File: config.mk
export PLATFORM = sky130hd
export DESIGN_NAME = bram_stream_reader
export DESIGN_NICKNAME = d
export VERILOG_FILES = /design/src/rtl/bram_stream_pkg.sv /design/src/rtl/bram_stream_fifo.sv /design/src/rtl/bram_stream_reader.sv
export SDC_FILE = /design/constraint.sdc
export NUM_CORES = 1
export LEC_CHECK = 0
export CORE_UTILIZATION = 35
export DETAILED_ROUTE_END_ITERATION = 8
export SYNTH_ARGS = -nofsm -noshare
export SYNTH_HDL_FRONTEND = slang
export SYNTH_SLANG_ARGS = --single-unit
File: constraint.sdc
create_clock -name clk -period 4.8 [get_ports clk]
set_input_delay 0.48 -clock clk [delete_from_list [all_inputs] [get_ports clk]]
set_output_delay 0.48 -clock clk [all_outputs]
set_load 0.1 [all_outputs]
File: src/rtl/bram_stream_pkg.sv
// Shared definitions for the BRAM stream reader: controller state encoding
// and output FIFO sizing.
package bram_stream_pkg;

    typedef enum logic [1:0] {
        IDLE  = 2'd0,
        ISSUE = 2'd1,
        DRAIN = 2'd2
    } state_t;

    localparam int FIFO_DEPTH = 4;
    // Count must represent 0..FIFO_DEPTH inclusive.
    localparam int CNT_W      = $clog2(FIFO_DEPTH + 1);

endpackage

File: src/rtl/bram_stream_fifo.sv
// Small output FIFO for the BRAM stream reader. The caller guarantees it never
// writes when full or reads when empty (credit-based issue upstream).
// Head data reads as zero while empty so the stream bus is quiet after reset.
module bram_stream_fifo
    import bram_stream_pkg::*;
#(
    parameter int data_width = 16
) (
    input  logic                  clk,
    input  logic                  rst_n,
    input  logic                  wr_en,
    input  logic [data_width-1:0] wr_data,
    input  logic                  rd_en,
    output logic [data_width-1:0] rd_data,
    output logic [CNT_W-1:0]      count
);

    localparam int PTR_W = $clog2(FIFO_DEPTH);

    logic [data_width-1:0] mem [FIFO_DEPTH];
    logic [PTR_W-1:0]      wr_ptr;
    logic [PTR_W-1:0]      rd_ptr;

    // Storage array; contents are don't-care until counted, so no reset.
    always_ff @(posedge clk) begin
        if (wr_en) mem[wr_ptr] <= wr_data;
    end

    // Pointer and occupancy tracking.
    always_ff @(posedge clk) begin
        if (!rst_n) begin
            wr_ptr <= '0;
            rd_ptr <= '0;
            count  <= '0;
        end else begin
            if (wr_en) wr_ptr <= wr_ptr + 1'b1;
            if (rd_en) rd_ptr <= rd_ptr + 1'b1;
            count <= count + CNT_W'(wr_en) - CNT_W'(rd_en);
        end
    end

    assign rd_data = (count != '0) ? mem[rd_ptr] : '0;

endmodule

File: src/rtl/bram_stream_reader.sv
// Reads a burst of consecutive words from a 1-cycle-latency BRAM and streams
// them out through a valid/ready interface, buffered by a 4-entry FIFO.
// Reads are only issued while buffered plus in-flight words fit in the FIFO,
// so backpressure never drops RAM data.
// Optional macro BRAM_STREAM_READER_LAST_EN adds out_last on the final word.
module bram_stream_reader
    import bram_stream_pkg::*;
#(
    parameter int data_width = 16,
    parameter int addr_width = 10
) (
    input  logic                  clk,
    input  logic                  rst_n,
    input  logic                  start,
    input  logic [addr_width-1:0] base_addr,
    input  logic [addr_width:0]   length,
    output logic [addr_width-1:0] raddr,
    output logic                  read_en,
    input  logic [data_width-1:0] rdata,
    output logic [data_width-1:0] out_data,
    output logic                  out_valid,
    input  logic                  out_ready,
    output logic                  busy,
`ifdef BRAM_STREAM_READER_LAST_EN
    output logic                  out_last,
`endif
    output logic                  done
);

    localparam int                OCC_W = CNT_W + 1;
    localparam logic [addr_width:0] ONE = 1;

    state_t                state, state_nxt;
    logic [addr_width-1:0] ptr;
    logic [addr_width:0]   rem_issue;
    logic [addr_width:0]   rem_xfer;
    logic                  rd_pipe;     // rdata is valid this cycle
    logic                  zero_done;   // pulse for an empty burst
    logic [CNT_W-1:0]      fifo_count;
    logic [OCC_W-1:0]      occ_nxt;
    logic                  accept, issue, last_xfer, pop;

    assign pop = out_valid & out_ready;

    // Next-cycle commitment = next FIFO count plus the read currently on the
    // RAM port; a new read may be registered only if that leaves room.
    assign occ_nxt = OCC_W'(fifo_count) + OCC_W'(rd_pipe) - OCC_W'(pop)
                   + OCC_W'(read_en);

    // Next-state and per-cycle control decisions.
    always_comb begin
        state_nxt = state;
        accept    = 1'b0;
        issue     = 1'b0;
        last_xfer = 1'b0;
        case (state)
            IDLE: begin
                if (start && length != '0) begin
                    accept    = 1'b1;
                    state_nxt = ISSUE;
                end
            end
            ISSUE: begin
                if (occ_nxt < OCC_W'(FIFO_DEPTH)) begin
                    issue = 1'b1;
                    if (rem_issue == ONE) state_nxt = DRAIN;
                end
            end
            DRAIN: begin
                if (pop && rem_xfer == ONE) begin
                    last_xfer = 1'b1;
                    state_nxt = IDLE;
                end
            end
            default: state_nxt = IDLE;
        endcase
    end

    // State, registered RAM port, burst counters and address pointer.
    always_ff @(posedge clk) begin
        if (!rst_n) begin
            state     <= IDLE;
            raddr     <= '0;
            read_en   <= 1'b0;
            rd_pipe   <= 1'b0;
            zero_done <= 1'b0;
            ptr       <= '0;
            rem_issue <= '0;
            rem_xfer  <= '0;
        end else begin
            state     <= state_nxt;
            read_en   <= issue;
            rd_pipe   <= read_en;
            zero_done <= (state == IDLE) && start && (length == '0);
            if (accept) begin
                ptr       <= base_addr;
                rem_issue <= length;
                rem_xfer  <= length;
            end
            if (issue) begin
                raddr     <= ptr;
                ptr       <= ptr + 1'b1;
                rem_issue <= rem_issue - 1'b1;
            end
            if (pop) rem_xfer <= rem_xfer - 1'b1;
        end
    end

    bram_stream_fifo #(.data_width(data_width)) u_fifo (
        .clk     (clk),
        .rst_n   (rst_n),
        .wr_en   (rd_pipe),
        .wr_data (rdata),
        .rd_en   (pop),
        .rd_data (out_data),
        .count   (fifo_count)
    );

    assign out_valid = (fifo_count != '0);
    assign busy      = (state != IDLE);
    assign done      = last_xfer | zero_done;

`ifdef BRAM_STREAM_READER_LAST_EN
    assign out_last  = out_valid && busy && (rem_xfer == ONE);
`endif

endmodule

==> impl.org, run 1 <==
** Clock network
- Clock buffers created by TritonCTS :: 17
- The clock passes through at most 2 buffers.
- After clock tree synthesis, the setup repair step added 0 buffers.
- CTS tree :: done
- Root Buffer Master :: sky130_fd_sc_hd__clkbuf_16
- Post-CTS Resized :: 0
- The H-tree was split into 4 levels.
- Clk pin slew, worst setup/hold paths :: 50 ps
- In this run, post-CTS hold repair placed 0 buffers.
- Clk Latency, worst-skew pair :: 420 ps
- Sink count of the clock tree :: 120

** GRT
- After global routing the overflow that remains totals 0.
- Maximum number of pins on one net before global-route repair :: 36
- The first global-routing pass estimated 19600 µm of wire.
- The initial antenna violation count came to 0.
- The via count of the first global-routing pass was 3883.
- Across every metal layer, demand over resource in global routing totals 16.0%.

** Floorplanning
- 71 I/O pins were placed.
- Initial Utilization :: 36.4%
- In this run the horizontal extent of the chip is 126 µm.
- DIE HEIGHT :: 126 µm
- The floorplan step defined a core boundary enclosing 0.0148 mm².
- The die covers 0.0158 mm².
- Row generation in the floorplan step produced 44 rows.

** Critical path
- STA classifies the critical path endpoint as a flip-flop.
- Worst path arrival time :: 3730 ps
- The slowest stage of the critical path belongs to the cell sky130_fd_sc_hd__o21ai_2.
- Ordered list of cells on the worst path :: clkdlybuf4s50_1 > o31a_1 > nand2b_1 > ha_1 > a21oi_1 > a21oi_1 > o21ai_2 > buf_4 > a2bb2oi_1 > a21oi_1
- Critical path start-end classification :: input pin to flip-flop
- Critical path's most frequent cell :: sky130_fd_sc_hd__a21oi_1
- Slowest Stage Delay on Critical Path :: 790 ps
- The worst setup path is launched from an input pin.
- Required @ worst endpoint :: 5090 ps
- The kind of cell with the highest combined delay along the critical path is compound AO/OA/AOI/OAI gates.
- Counting both buffers and inverters, the worst setup path holds a total of 2.
- Maximum fanout along the worst path :: 24

** Finish
- The post-route netlist has 12.3% of its cells at a drive strength greater than 1.
- Diode count :: 0
- Final Net Count :: 595
- The filler cells instantiated in the layout total 1385.
- Area delta synth->final :: 27.4%
- Reg area :: 0.00304 mm²
- In the final layout, the multi-input gates occupy 0.00219 mm².

** Logic synthesis
- Sorting the synthesized cells by area gives the leading types as sky130_fd_sc_hd__edfxtp_1, sky130_fd_sc_hd__dfxtp_1, sky130_fd_sc_hd__mux4_2.
- Flip-flop and latch count after synthesis :: 120
- After synthesis, the netlist uses 60 different library cells.
- The top cell type by area accounts for 35.8% of the synthesized area.
- Synthesized net count :: 523
- After synthesis, the mean cell area works out to 11.5 µm².
- Top cell type by total area after synthesis :: sky130_fd_sc_hd__edfxtp_1
- Synth Cell Area :: 0.00537 mm²
- Most frequent cells after synthesis :: sky130_fd_sc_hd__edfxtp_1, sky130_fd_sc_hd__nand2_1, sky130_fd_sc_hd__dfxtp_1
- Synthesized instance count :: 468
- Yosys Warn Count :: 0
- For this run, the register share of the synthesized area comes to 56.7%.
- FFs w/ async S/R, synth :: 0%
- sky130_fd_sc_hd__edfxtp_1 is the most common cell in the netlist.
- Primary flip-flop cell chosen by synthesis mapping :: sky130_fd_sc_hd__edfxtp_1
- EDFF count, synth :: 64

** Routing
- DRC violation count after routing :: 0
- Summed over all nets, wire length on met3 after detailed routing comes to 573 µm.
- Met2 wirelength from detailed routing :: 5810 µm
- The highest layer touched by signal routing is met4.
- In the final routed layout, each cell accounts on average for 16.4 µm.
- Antenna Violating Nets Remaining :: 0
- In the routed layout, each cell is associated on average with a via count of 5.42.
- Summed over all layers, the routed wires come to 12100 µm.
- The first TritonRoute pass finished after 6 iterations.
- Wire length on met1 :: 5490 µm
- Vias post-DR :: 3996
- The detailed router finished its first iteration with 261 violations.

** Pwr
- Total power density per cell area :: 623 mW/mm²
- Leakage power :: 2.30 nW
- Across the VDD grid, the largest voltage drop is 0.000300 V.

** STA
- PnR worst setup slack :: 1360 ps
- Setup violators final :: 0
- After layout, the minimum clock period comes to 3440 ps.
- Slew of the pin with the lowest slew margin :: 981 ps
- In this run the tightest slew margin relative to its limit is 34.4%.
- Hold timing on the final database bottoms out at a slack of 455 ps.
- Based on the critical path, the design can be clocked at up to 291 MHz.
- The final critical path takes up 71.7% of the cycle.
- Total negative slack for setup checks :: 0 ps
- The count of final max-slew check failures was 0.
- Worst Skew :: 9.92 ps
- Setup repair after global routing left no endpoint under its margin.
- The final hold violation count was 0.

** Place
- Summed over all nets, the half-perimeter wirelength after detailed placement is 7960 µm.
- During placement, the flow inserted port buffers numbering 70.
- At the end of routability-driven placement, the weighted congestion stood at 0.812.
- Pre-CTS setup slack :: 946 ps

** Hold path
- The min-delay analysis places its worst path in the category flip-flop to flip-flop.

** Status
- The run finished with clean final reports.

** Run
- Max-cap violations :: 0
metrics by stage:
stage	utilization (%)	instance area, µm²	power (W)	cells
after global routing	46.4	6840	0.00446	737
after detailed placement	42.5	6280	0.00307	705
after global placement	42.5	6280	0.00305	705
final	46.4	6840	0.00426	737
after floorplan	-	5370	0.00265	468
after CTS	46.4	6840	0.00429	737
sequential cells by signal, indices dropped and copies added, names as in the netlist, 2 cells and up, named ones only:
register	cells
u_fifo.mem	64
rem_issue	11
u_fifo.count	3
u_fifo.rd_ptr	2
raddr	10
ptr	10
state	2
rem_xfer	11
u_fifo.wr_ptr	2
cell families after synthesis:
kind of cell	share of synthesized area (%)
muxes	7.08
DFF	56.7
buffers and inverters	2.82
adders and majority gates	3.40
xor gates and xnor gates	0.816
AOI/OAI and AO/OA	14.8
and+or+nand+nor	14.4
worst reg2reg max path, stage by stage (launching register included):
cell	delay (ps)
sky130_fd_sc_hd__dfxtp_1	480
sky130_fd_sc_hd__o31a_1	490
sky130_fd_sc_hd__nand2b_1	140
sky130_fd_sc_hd__ha_1	310
sky130_fd_sc_hd__a21oi_1	380
sky130_fd_sc_hd__a21oi_1	180
sky130_fd_sc_hd__o21ai_2	790
sky130_fd_sc_hd__buf_4	270
sky130_fd_sc_hd__a2bb2oi_1	150
sky130_fd_sc_hd__a21oi_1	80
layout make-up:
cell class / count / share of cell area (%)
Sequential cell: 120 / 44.5
Timing Repair Buffer: 78 / 11.1
Clock buffer: 19 / 6.33
Inverter: 15 / 0.823
Multi-Input combinational cell: 308 / 32.0
Tap cell: 184 / 3.37
Clock inverter: 13 / 1.90
worst paths after layout:
| path | startpoint | to | slack, ps | cells after the start |
|---|---|---|---|---|
| worst min-delay path | raddr[5]$_SDFFE_PN0P_ | raddr[5]$_SDFFE_PN0P_ | 450 | 2 |
| worst min register to register | raddr[5]$_SDFFE_PN0P_ | raddr[5]$_SDFFE_PN0P_ | 450 | 2 |
| worst max register to register | u_fifo.count[2]$_SDFF_PN0_ | ptr[0]$_SDFFE_PN0P_ | 1410 | 9 |
| worst max-delay path | out_ready | ptr[0]$_SDFFE_PN0P_ | 1360 | 10 |
placed cells by master, fill, tap and decap left out, types with 5 or more instances in the layout:
master / instances
sky130_fd_sc_hd__clkdlybuf4s50_1: 69
sky130_fd_sc_hd__edfxtp_1: 64
sky130_fd_sc_hd__nand2_1: 58
sky130_fd_sc_hd__dfxtp_1: 56
sky130_fd_sc_hd__a21oi_1: 40
sky130_fd_sc_hd__nor2_1: 32
sky130_fd_sc_hd__nor2b_1: 17
sky130_fd_sc_hd__clkbuf_16: 17
sky130_fd_sc_hd__mux4_2: 16
sky130_fd_sc_hd__inv_1: 14
sky130_fd_sc_hd__ha_1: 13
sky130_fd_sc_hd__nor3_1: 9
sky130_fd_sc_hd__buf_4: 9
sky130_fd_sc_hd__a32oi_1: 8
sky130_fd_sc_hd__o21ai_0: 8
sky130_fd_sc_hd__nand3_1: 7
sky130_fd_sc_hd__and2_1: 6
sky130_fd_sc_hd__nor4_1: 5
sky130_fd_sc_hd__a211oi_1: 5
sky130_fd_sc_hd__a31oi_1: 5
sky130_fd_sc_hd__o311ai_0: 5
power by group:
part	internal, W	leakage (nW)	switching [W]	total, W
Clock	0.000757	0.266	0.000454	0.00121
Combinational	0.000549	1.00	0.00121	0.00176
Sequential	0.00118	1.03	0.000111	0.00129
Total	0.00249	2.30	0.00177	0.00426
metal layers:
| layer | track usage [%] | vias to the layer above |
|---|---|---|
| li1 | - | 1921 |
| met1 | 20.0 | 1943 |
| met2 | 26.6 | 116 |
| met3 | 4.29 | 16 |
| met4 | 6.17 | 0 |
| met5 | 0 | - |
Power figures use the tool's default switching activity.
==> run 2: changes to the inputs <==
clock period = 2.8 ns   (was 4.8 ns; I/O delays follow)
==> impl.org, run 2 (synthesis gave the netlist of run 1 again) <==
** GRT
- The global-route usage over all layers came to 16.2% (was 16.0%).
- The largest net degree at the start of global routing was 33 (was 36).
- Antenna violations before repair :: 0 (unchanged)
- The global-route wire length before repair is 19600 µm (about the same).
- Total overflow reported by the global router :: 0 (unchanged)
- The via count of the first global-routing pass came to 3940 (was 3883).

** Pwr
- Relative contribution of the clock network to total power :: 25.5% (was 28.4%)
- The net switching power came to 0.00317 W (was 0.00177 W).
- Fraction of power consumed by combinational cells :: 45.5% (was 41.3%)
- The total power divided by cell area was 1080 mW/mm² (was 623 mW/mm²).
- The share of total power consumed by net switching came to 41.8% (was 41.7%).
- The internal cell power came to 0.00442 W (was 0.00249 W).
- Sequential fraction of design power :: 29.0% (was 30.3%)
- The static leakage power is 2.44 nW (was 2.30 nW).
- The worst vdd rail ir drop was 0.000589 V (was 0.000300 V).

** Routing
- Met2 wirelength from detailed routing :: 5920 µm (was 5810 µm)
- Routed WL per cell :: 16.2 µm (was 16.4 µm)
- Wire length on met1 :: 5320 µm (was 5490 µm)
- Per-cell via count in the routed design :: 5.36 (was 5.42)
- The number of routed nets with antenna violations came to 0 (unchanged).
- The top routing layer in use was met4 (unchanged).
- DRC violation count after routing :: 0 (unchanged)
- Detailed-router iteration count before antenna repair :: 4 (was 6)
- The total vias in the final route was 3976 (was 3996).
- The number of violations reported at the end of detailed-routing iteration 0 is 309 (was 261).
- Total Routed Length :: 12000 µm (was 12100 µm)
- Met3 layer wire length in the routed design :: 570 µm (was 573 µm)

** Floorplanning
- The I/O pin count was 71 (unchanged).
- Initial Utilization :: 36.4% (unchanged)
- The overall die area was 0.0158 mm² (unchanged).
- Std-Cell Core Area :: 0.0148 mm² (unchanged)
- The row count was 44 (unchanged).
- The y dimension of the die is 126 µm (unchanged).
- The width of the chip was 126 µm (unchanged).

** Clock network
- Postcts setup bufs :: 0 (unchanged)
- Clk Latency, worst-skew pair :: 420 ps (about the same)
- Max H-tree Level :: 4 (unchanged)
- Post-CTS Resized :: 0 (unchanged)
- Clock buffer depth :: 2 (unchanged)
- The TritonCTS clock tree was done (unchanged).
- The hold buffer count at CTS is 0 (unchanged).
- Clock buffers created by TritonCTS :: 17 (unchanged)
- The number of clock sinks came to 120 (unchanged).
- Clk pin slew, worst setup/hold paths :: 60 ps (was 50 ps)
- Root Buffer Master :: sky130_fd_sc_hd__clkbuf_16 (unchanged)

** Critical path
- The worst setup slack for register-to-register paths was 220 ps (was 1410 ps).
- The required time at the endpoint of the critical path came to 2520 ps (was 5090 ps).
- Maximum fanout along the worst path :: 13 (was 24)
- The worst setup path category is flip-flop to output port (was input pin to flip-flop).
- The capture instance of the worst register-to-register path is ptr[9]$_SDFFE_PN0P_ (was ptr[0]$_SDFFE_PN0P_).
- Register-to-Register Path Depth :: 9 (unchanged)
- The data arrival at the endpoint of the critical path came to 2330 ps (was 3730 ps).
- Worst reg2reg startpoint :: u_fifo.count[2]$_SDFF_PN0_ (unchanged)
- Startpoint type of the worst setup path :: flip-flop (was input pin)
- The critical path endpoint category is an output port (was flip-flop).

** Hold path
- The path category of the worst min-delay check was input pin to flip-flop (was flip-flop to flip-flop).
- The depth of the worst hold-timing path was 3 (was 2).
- The terminating pin of the worst hold path was ptr[1]$_SDFFE_PN0P_ (was raddr[5]$_SDFFE_PN0P_).
- Worst hold path startpoint :: base_addr[1] (was raddr[5]$_SDFFE_PN0P_)

** Place
- The number of input and output port buffers inserted was 70 (unchanged).
- Weighted congestion at the end of routability-driven global placement :: 0.816 (was 0.812)
- Placed wire-length estimate :: 8110 µm (was 7960 µm)
- Pre-CTS setup slack :: -57.5 ps (was 946 ps)

** STA
- Setup repair after global routing missed its margin :: false (unchanged)
- The transition time at the pin with the least slew margin came to 843 ps (was 981 ps).
- Normalized max-slew margin :: 43.8% (was 34.4%)
- The final worst setup slack was 186 ps (was 1360 ps).
- FMAX :: 383 MHz
- The count of final max-slew check failures is 0 (unchanged).
- The smallest clock period supported by the final layout is computed as 2610 ps.
- Setup violators final :: 0 (unchanged)
- Worst Skew :: 7.78 ps (was 9.92 ps)
- The final critical path takes up 93.3% of the cycle.
- Final hold violation count :: 0 (unchanged)
- Post-Route Hold Slack :: 435 ps (was 455 ps)

** Status
- Status :: completed (unchanged)

** Finish
- The net count reported at finish is 600 (was 595).
- Register name with the most flops :: u_fifo.mem (unchanged)
- Max reg flops :: 64 (unchanged)
- Area delta synth->final :: 31.4% (was 27.4%)
- Most common cell after layout, fill and taps aside :: sky130_fd_sc_hd__edfxtp_1 (was sky130_fd_sc_hd__clkdlybuf4s50_1)
- The fraction of layout instances using a drive strength above 1 is 21.0% (was 12.3%).
- Commonest cells after routing, fill and taps aside :: sky130_fd_sc_hd__edfxtp_1, sky130_fd_sc_hd__nand2_1, sky130_fd_sc_hd__dfxtp_1 (was sky130_fd_sc_hd__clkdlybuf4s50_1, sky130_fd_sc_hd__edfxtp_1, sky130_fd_sc_hd__nand2_1)
- Largest registers: u_fifo.mem x64, rem_issue x11, rem_xfer x11 (unchanged).
- The number of antenna diodes was 0 (unchanged).
- The layout filler cell count is 1315 (was 1385).

** Run
- Max-cap violations :: 0 (unchanged)
-- run 2: cell count changes in the layout (fill, tap and decap cells not counted), sizes merged --
| cell | change |
|---|---|
| bufinv | -2 |
| clkbuf | -1 |
| inv | +1 |
| clkinvlp | +3 |
| clkinv | -1 |
| buf | +34 |
| clkdlybuf4s50 | -29 |
-- run 2: worst max-delay path: stages, from the launching register on --
cell                       delay, ps
sky130_fd_sc_hd__dfxtp_1         500
sky130_fd_sc_hd__o31ai_2         130
sky130_fd_sc_hd__buf_4           190
sky130_fd_sc_hd__or4_4           450
sky130_fd_sc_hd__nor2_1          150
sky130_fd_sc_hd__nand3_1         110
sky130_fd_sc_hd__o21bai_2        190
sky130_fd_sc_hd__buf_12          200
-- run 2: cell type report --
class                           count  area [µm²]  area share, %
Multi-Input combinational cell    308        2220           31.5
Inverter                           15        56.3          0.798
Timing Repair Buffer               83         973           13.8
Tap cell                          184         230           3.26
Clock inverter                     14         103           1.45
Clock buffer                       18         429           6.08
Sequential cell                   120        3040           43.1
-- run 2: worst max path at each step --
stage / start / endpoint / slack, ps / depth (start not counted)
global route: u_fifo.count[2]$_SDFF_PN0_ / rem_issue[3]$_SDFFE_PN0P_ / 3 / 9
detailed placement: out_ready / ptr[9]$_SDFFE_PN0P_ / -60 / 10
finish: u_fifo.count[2]$_SDFF_PN0_ / done / 190 / 7
global placement: out_ready / rem_issue[5]$_SDFFE_PN0P_ / 6 / 10
CTS: u_fifo.count[2]$_SDFF_PN0_ / done / 170 / 7
floorplan: u_fifo.count[2]$_SDFF_PN0_ / raddr[2]$_SDFFE_PN0P_ / 50 / 11
-- run 2: routing by layer --
| metal | up-vias | global-route usage [%] |
|---|---|---|
| met5 | - | 0 |
| met4 | 0 | 6.59 |
| met3 | 20 | 4.89 |
| met2 | 103 | 26.3 |
| met1 | 1928 | 20.0 |
| li1 | 1925 | - |
-- run 2: power by group through the flow --
| stage | combinational (W) | clock, W | sequential (W) |
|---|---|---|---|
| floorplan | 0.00232 | 0 | 0.00226 |
| global route | 0.00368 | 0.00206 | 0.00223 |
| CTS | 0.00349 | 0.00198 | 0.00220 |
| finish | 0.00346 | 0.00193 | 0.00220 |
| detailed placement | 0.00348 | 0 | 0.00223 |
| global placement | 0.00345 | 0 | 0.00223 |
-- run 2: through the flow --
stage                     utilization, %  TNS, ps  cell area, µm²  cells  power [W]
after floorplan                        -        0            5410    468    0.00458
after global placement              44.2        0            6530    710    0.00568
final                               47.8        0            7060    742    0.00759
after global routing                47.8        0            7060    742    0.00797
after CTS                           47.8        0            7060    742    0.00766
after detailed placement            44.2     -236            6530    710    0.00571
==> run 3: changes to the inputs <==
TNS_END_PERCENT = 100   (was default)
clock period = 3 ns   (was 2.8 ns; I/O delays follow)
==> impl.org, run 3 (synthesis gave the netlist of run 1 again) <==
** Routing
- The total wire length after detailed routing came to 12200 µm (was 12000 µm).
- Per-cell via count in the routed design :: 5.41 (was 5.36)
- The amount of wire on met3 after detailed routing came to 639 µm (was 570 µm).
- Wire length on met1 :: 5490 µm (was 5320 µm)
- The number of violations reported at the end of detailed-routing iteration 0 was 214 (was 309).
- The total length of routed met2 wires was 5930 µm (was 5920 µm).
- Vias post-DR :: 4011 (was 3976)
- Top layer in use :: met4 (unchanged)
- Detailed-router iteration count before antenna repair :: 5 (was 4)
- The number of remaining DRC errors is 0 (unchanged).
- Routed WL per cell :: 16.5 µm (was 16.2 µm)
- The number of routed nets with antenna violations came to 0 (unchanged).

** Critical path
- The element type at the critical path start is a flip-flop (unchanged).
- The logic depth of the worst register-to-register path is 10 (was 9).
- Worst path arrival time :: 2390 ps (was 2330 ps)
- Maximum fanout along the worst path :: 13 (unchanged)
- The delay contributed by the slowest stage of the critical path was 470 ps (was 500 ps).
- Number of stages on the worst setup path :: 7 (unchanged)
- Largest delay contributor family on the critical path :: simple AND/OR/NAND/NOR gates (unchanged)
- The count of buffer and inverter cells on the critical path was 2 (unchanged).
- The worst setup slack for register-to-register paths was 390 ps (was 220 ps).
- The critical path endpoint category was an output port (unchanged).
- Ordered list of cells on the worst path: o31ai_1 > buf_4 > or4_4 > nor2_1 > nand3_1 > o21bai_1 > buf_12 (was o31ai_2 > buf_4 > or4_4 > nor2_1 > nand3_1 > o21bai_2 > buf_12).
- The required time at the endpoint of the critical path was 2700 ps (was 2520 ps).
- The cell with the largest stage delay on the worst path is sky130_fd_sc_hd__dfxtp_1 (unchanged).
- Critical path start-end classification :: flip-flop to output port (unchanged)

** Place
- Pre-CTS setup slack :: 126 ps (was -57.5 ps)
- Placed wire-length estimate :: 7940 µm (was 8110 µm)
- The number of input and output port buffers inserted came to 70 (unchanged).
- The last weighted congestion value of the routability-driven placer is 0.825 (was 0.816).

** Floorplanning
- The initial cell density of the core was 36.4% (unchanged).
- Count of pins on the block boundary :: 71 (unchanged)
- The y dimension of the die is 126 µm (unchanged).
- The overall die area came to 0.0158 mm² (unchanged).
- Std-Cell Core Area :: 0.0148 mm² (unchanged)
- The width of the chip is 126 µm (unchanged).
- The row count was 44 (unchanged).

** Clock network
- The CTS clock-pin slew for the worst setup and hold paths came to 50 ps (was 60 ps).
- Postcts setup bufs :: 0 (unchanged)
- The number of gates resized after CTS came to 0 (unchanged).
- CTS tree :: done (unchanged)
- The cell at the root of the clock tree was sky130_fd_sc_hd__clkbuf_16 (unchanged).
- Sink count of the clock tree :: 120 (unchanged)
- Clock buffer depth :: 2 (unchanged)
- The hold buffer count at CTS is 0 (unchanged).
- Clk Latency, worst-skew pair :: 410 ps (was 420 ps)
- The H-tree depth reported by CTS is 4 (unchanged).
- The number of CTS-inserted buffers came to 17 (unchanged).

** Run
- Max-cap violations :: 0 (unchanged)

** STA
- The worst slack on hold paths was 452 ps (was 435 ps).
- Normalized max-slew margin :: 35.0% (was 43.8%)
- Total count of max-transition violations in the final report :: 0 (unchanged)
- Slew of the pin with the lowest slew margin :: 971 ps (was 843 ps)
- The worst path needs 2690 ps of the cycle, external delays included.
- Total negative slack for setup checks :: 0 ps (unchanged)
- FMAX :: 372 MHz
- The final hold violation count is 0 (unchanged).
- Tcrit/Tclk final :: 89.6%
- The final count of negative-setup-slack endpoints was 0 (unchanged).
- Worst Skew :: 6.88 ps (was 7.78 ps)
- Setup repair after global routing missed its margin: false (unchanged).
- PnR worst setup slack :: 313 ps (was 186 ps)

** Hold path
- The path category of the worst min-delay check is flip-flop to flip-flop (was input pin to flip-flop).
- The depth of the worst hold-timing path is 2 (was 3).

** Pwr
- The combinational cell fraction of total power is 40.7% (was 45.5%).
- The portion of total power attributed to sequential cells came to 29.5% (was 29.0%).
- Internal power of the cells :: 0.00411 W (was 0.00442 W)
- The total power divided by cell area came to 1010 mW/mm² (was 1080 mW/mm²).
- Maximum vdd drop :: 0.000536 V (was 0.000589 V)
- The static leakage power came to 2.41 nW (was 2.44 nW).
- The net switching power is 0.00282 W (was 0.00317 W).
- The clock network fraction of total power came to 29.8% (was 25.5%).
- The overall power after layout was 0.00693 W (was 0.00759 W).
- The share of total power consumed by net switching is 40.7% (was 41.8%).

** Status
- Status :: completed (unchanged)

** GRT
- Total overflow reported by the global router :: 0 (unchanged)
- Global routing usage summed across all routing layers :: 16.3% (was 16.2%)
- Via count of the first global-routing pass :: 3978 (was 3940)
- The global-route wire length before repair came to 19900 µm (was 19600 µm).
- The initial antenna violation count was 0 (unchanged).
- The largest net degree at the start of global routing is 33 (unchanged).

** Finish
- The flip-flop count of the largest register, all copies and words added was 64 (unchanged).
- Final Net Count :: 599 (was 600)
- # fillers :: 1363 (was 1315)
- Commonest cells after routing, fill and taps aside: sky130_fd_sc_hd__edfxtp_1, sky130_fd_sc_hd__nand2_1, sky130_fd_sc_hd__dfxtp_1 (unchanged).
- The footprint of the multi-input gates came to 0.00219 mm² (was 0.00222 mm²).
- Layout cells sized above 1 :: 17.8% (was 21.0%)
- Reg area :: 0.00304 mm² (unchanged)
- Area delta synth->final :: 28.1% (was 31.4%)
- The most common cell after layout, fill and taps aside is sky130_fd_sc_hd__edfxtp_1 (unchanged).
- Largest registers: u_fifo.mem x64, rem_issue x11, rem_xfer x11 (unchanged).
- Diode count :: 0 (unchanged)
- Register name with the most flops :: u_fifo.mem (unchanged)
-- run 3: cell types whose count changed in the layout (fill, tap and decap cells not counted), moves of 5 or more --
cell,previous run,this run
sky130_fd_sc_hd__clkinvlp_4,6,1
sky130_fd_sc_hd__buf_4,23,36
sky130_fd_sc_hd__nor2b_1,7,17
sky130_fd_sc_hd__nor2b_2,10,0
sky130_fd_sc_hd__buf_12,20,3
-- run 3: power by group through the flow --
stage | combinational (W) | sequential (W) | clock (W)
4_1_cts | 0.00285 | 0.00204 | 0.00211
2_1_floorplan | 0.00212 | 0.00211 | 0
6_report | 0.00282 | 0.00205 | 0.00206
3_5_place_dp | 0.00284 | 0.00208 | 0
3_3_place_gp | 0.00280 | 0.00207 | 0
5_1_grt | 0.00302 | 0.00207 | 0.00218
-- run 3: worst register-to-register path: cells and delay by family, from the launching register on --
family                   cells  cell delay, ps
AO/OA/AOI/OAI                5            1350
adder cells (fa/ha/maj)      1             180
buffers and inverters        1             170
flip-flops                   1             380
AND/OR/NAND/NOR              3             470
-- run 3: final cells by class --
type | instances | share of cell area [%]
Clock buffer | 24 | 7.00
Clock inverter | 8 | 1.76
Inverter | 15 | 0.818
Multi-Input combinational cell | 308 | 31.8
Sequential cell | 120 | 44.2
Tap cell | 184 | 3.35
Timing Repair Buffer | 82 | 11.1
-- run 3: metal layers --
metal	up-vias	track usage (%)
met5	-	0
met4	0	7.87
met3	11	3.65
met2	118	27.6
met1	1968	19.6
li1	1914	-
-- run 3: worst paths after layout --
path | startpoint | to
worst max-delay path | u_fifo.count[2]$_SDFF_PN0_ | done
worst min-delay path | raddr[4]$_SDFFE_PN0P_ | raddr[4]$_SDFFE_PN0P_
worst max register to register | u_fifo.count[2]$_SDFF_PN0_ | ptr[9]$_SDFFE_PN0P_
worst min register to register | raddr[4]$_SDFFE_PN0P_ | raddr[4]$_SDFFE_PN0P_
-- run 3: metrics by stage --
stage / utilization, % / std cells / area (µm²)
after floorplan: - / 468 / 5370
after detailed placement: 42.6 / 709 / 6280
after global placement: 42.6 / 709 / 6280
after global routing: 46.6 / 741 / 6880
after CTS: 46.6 / 741 / 6880
final: 46.6 / 741 / 6880
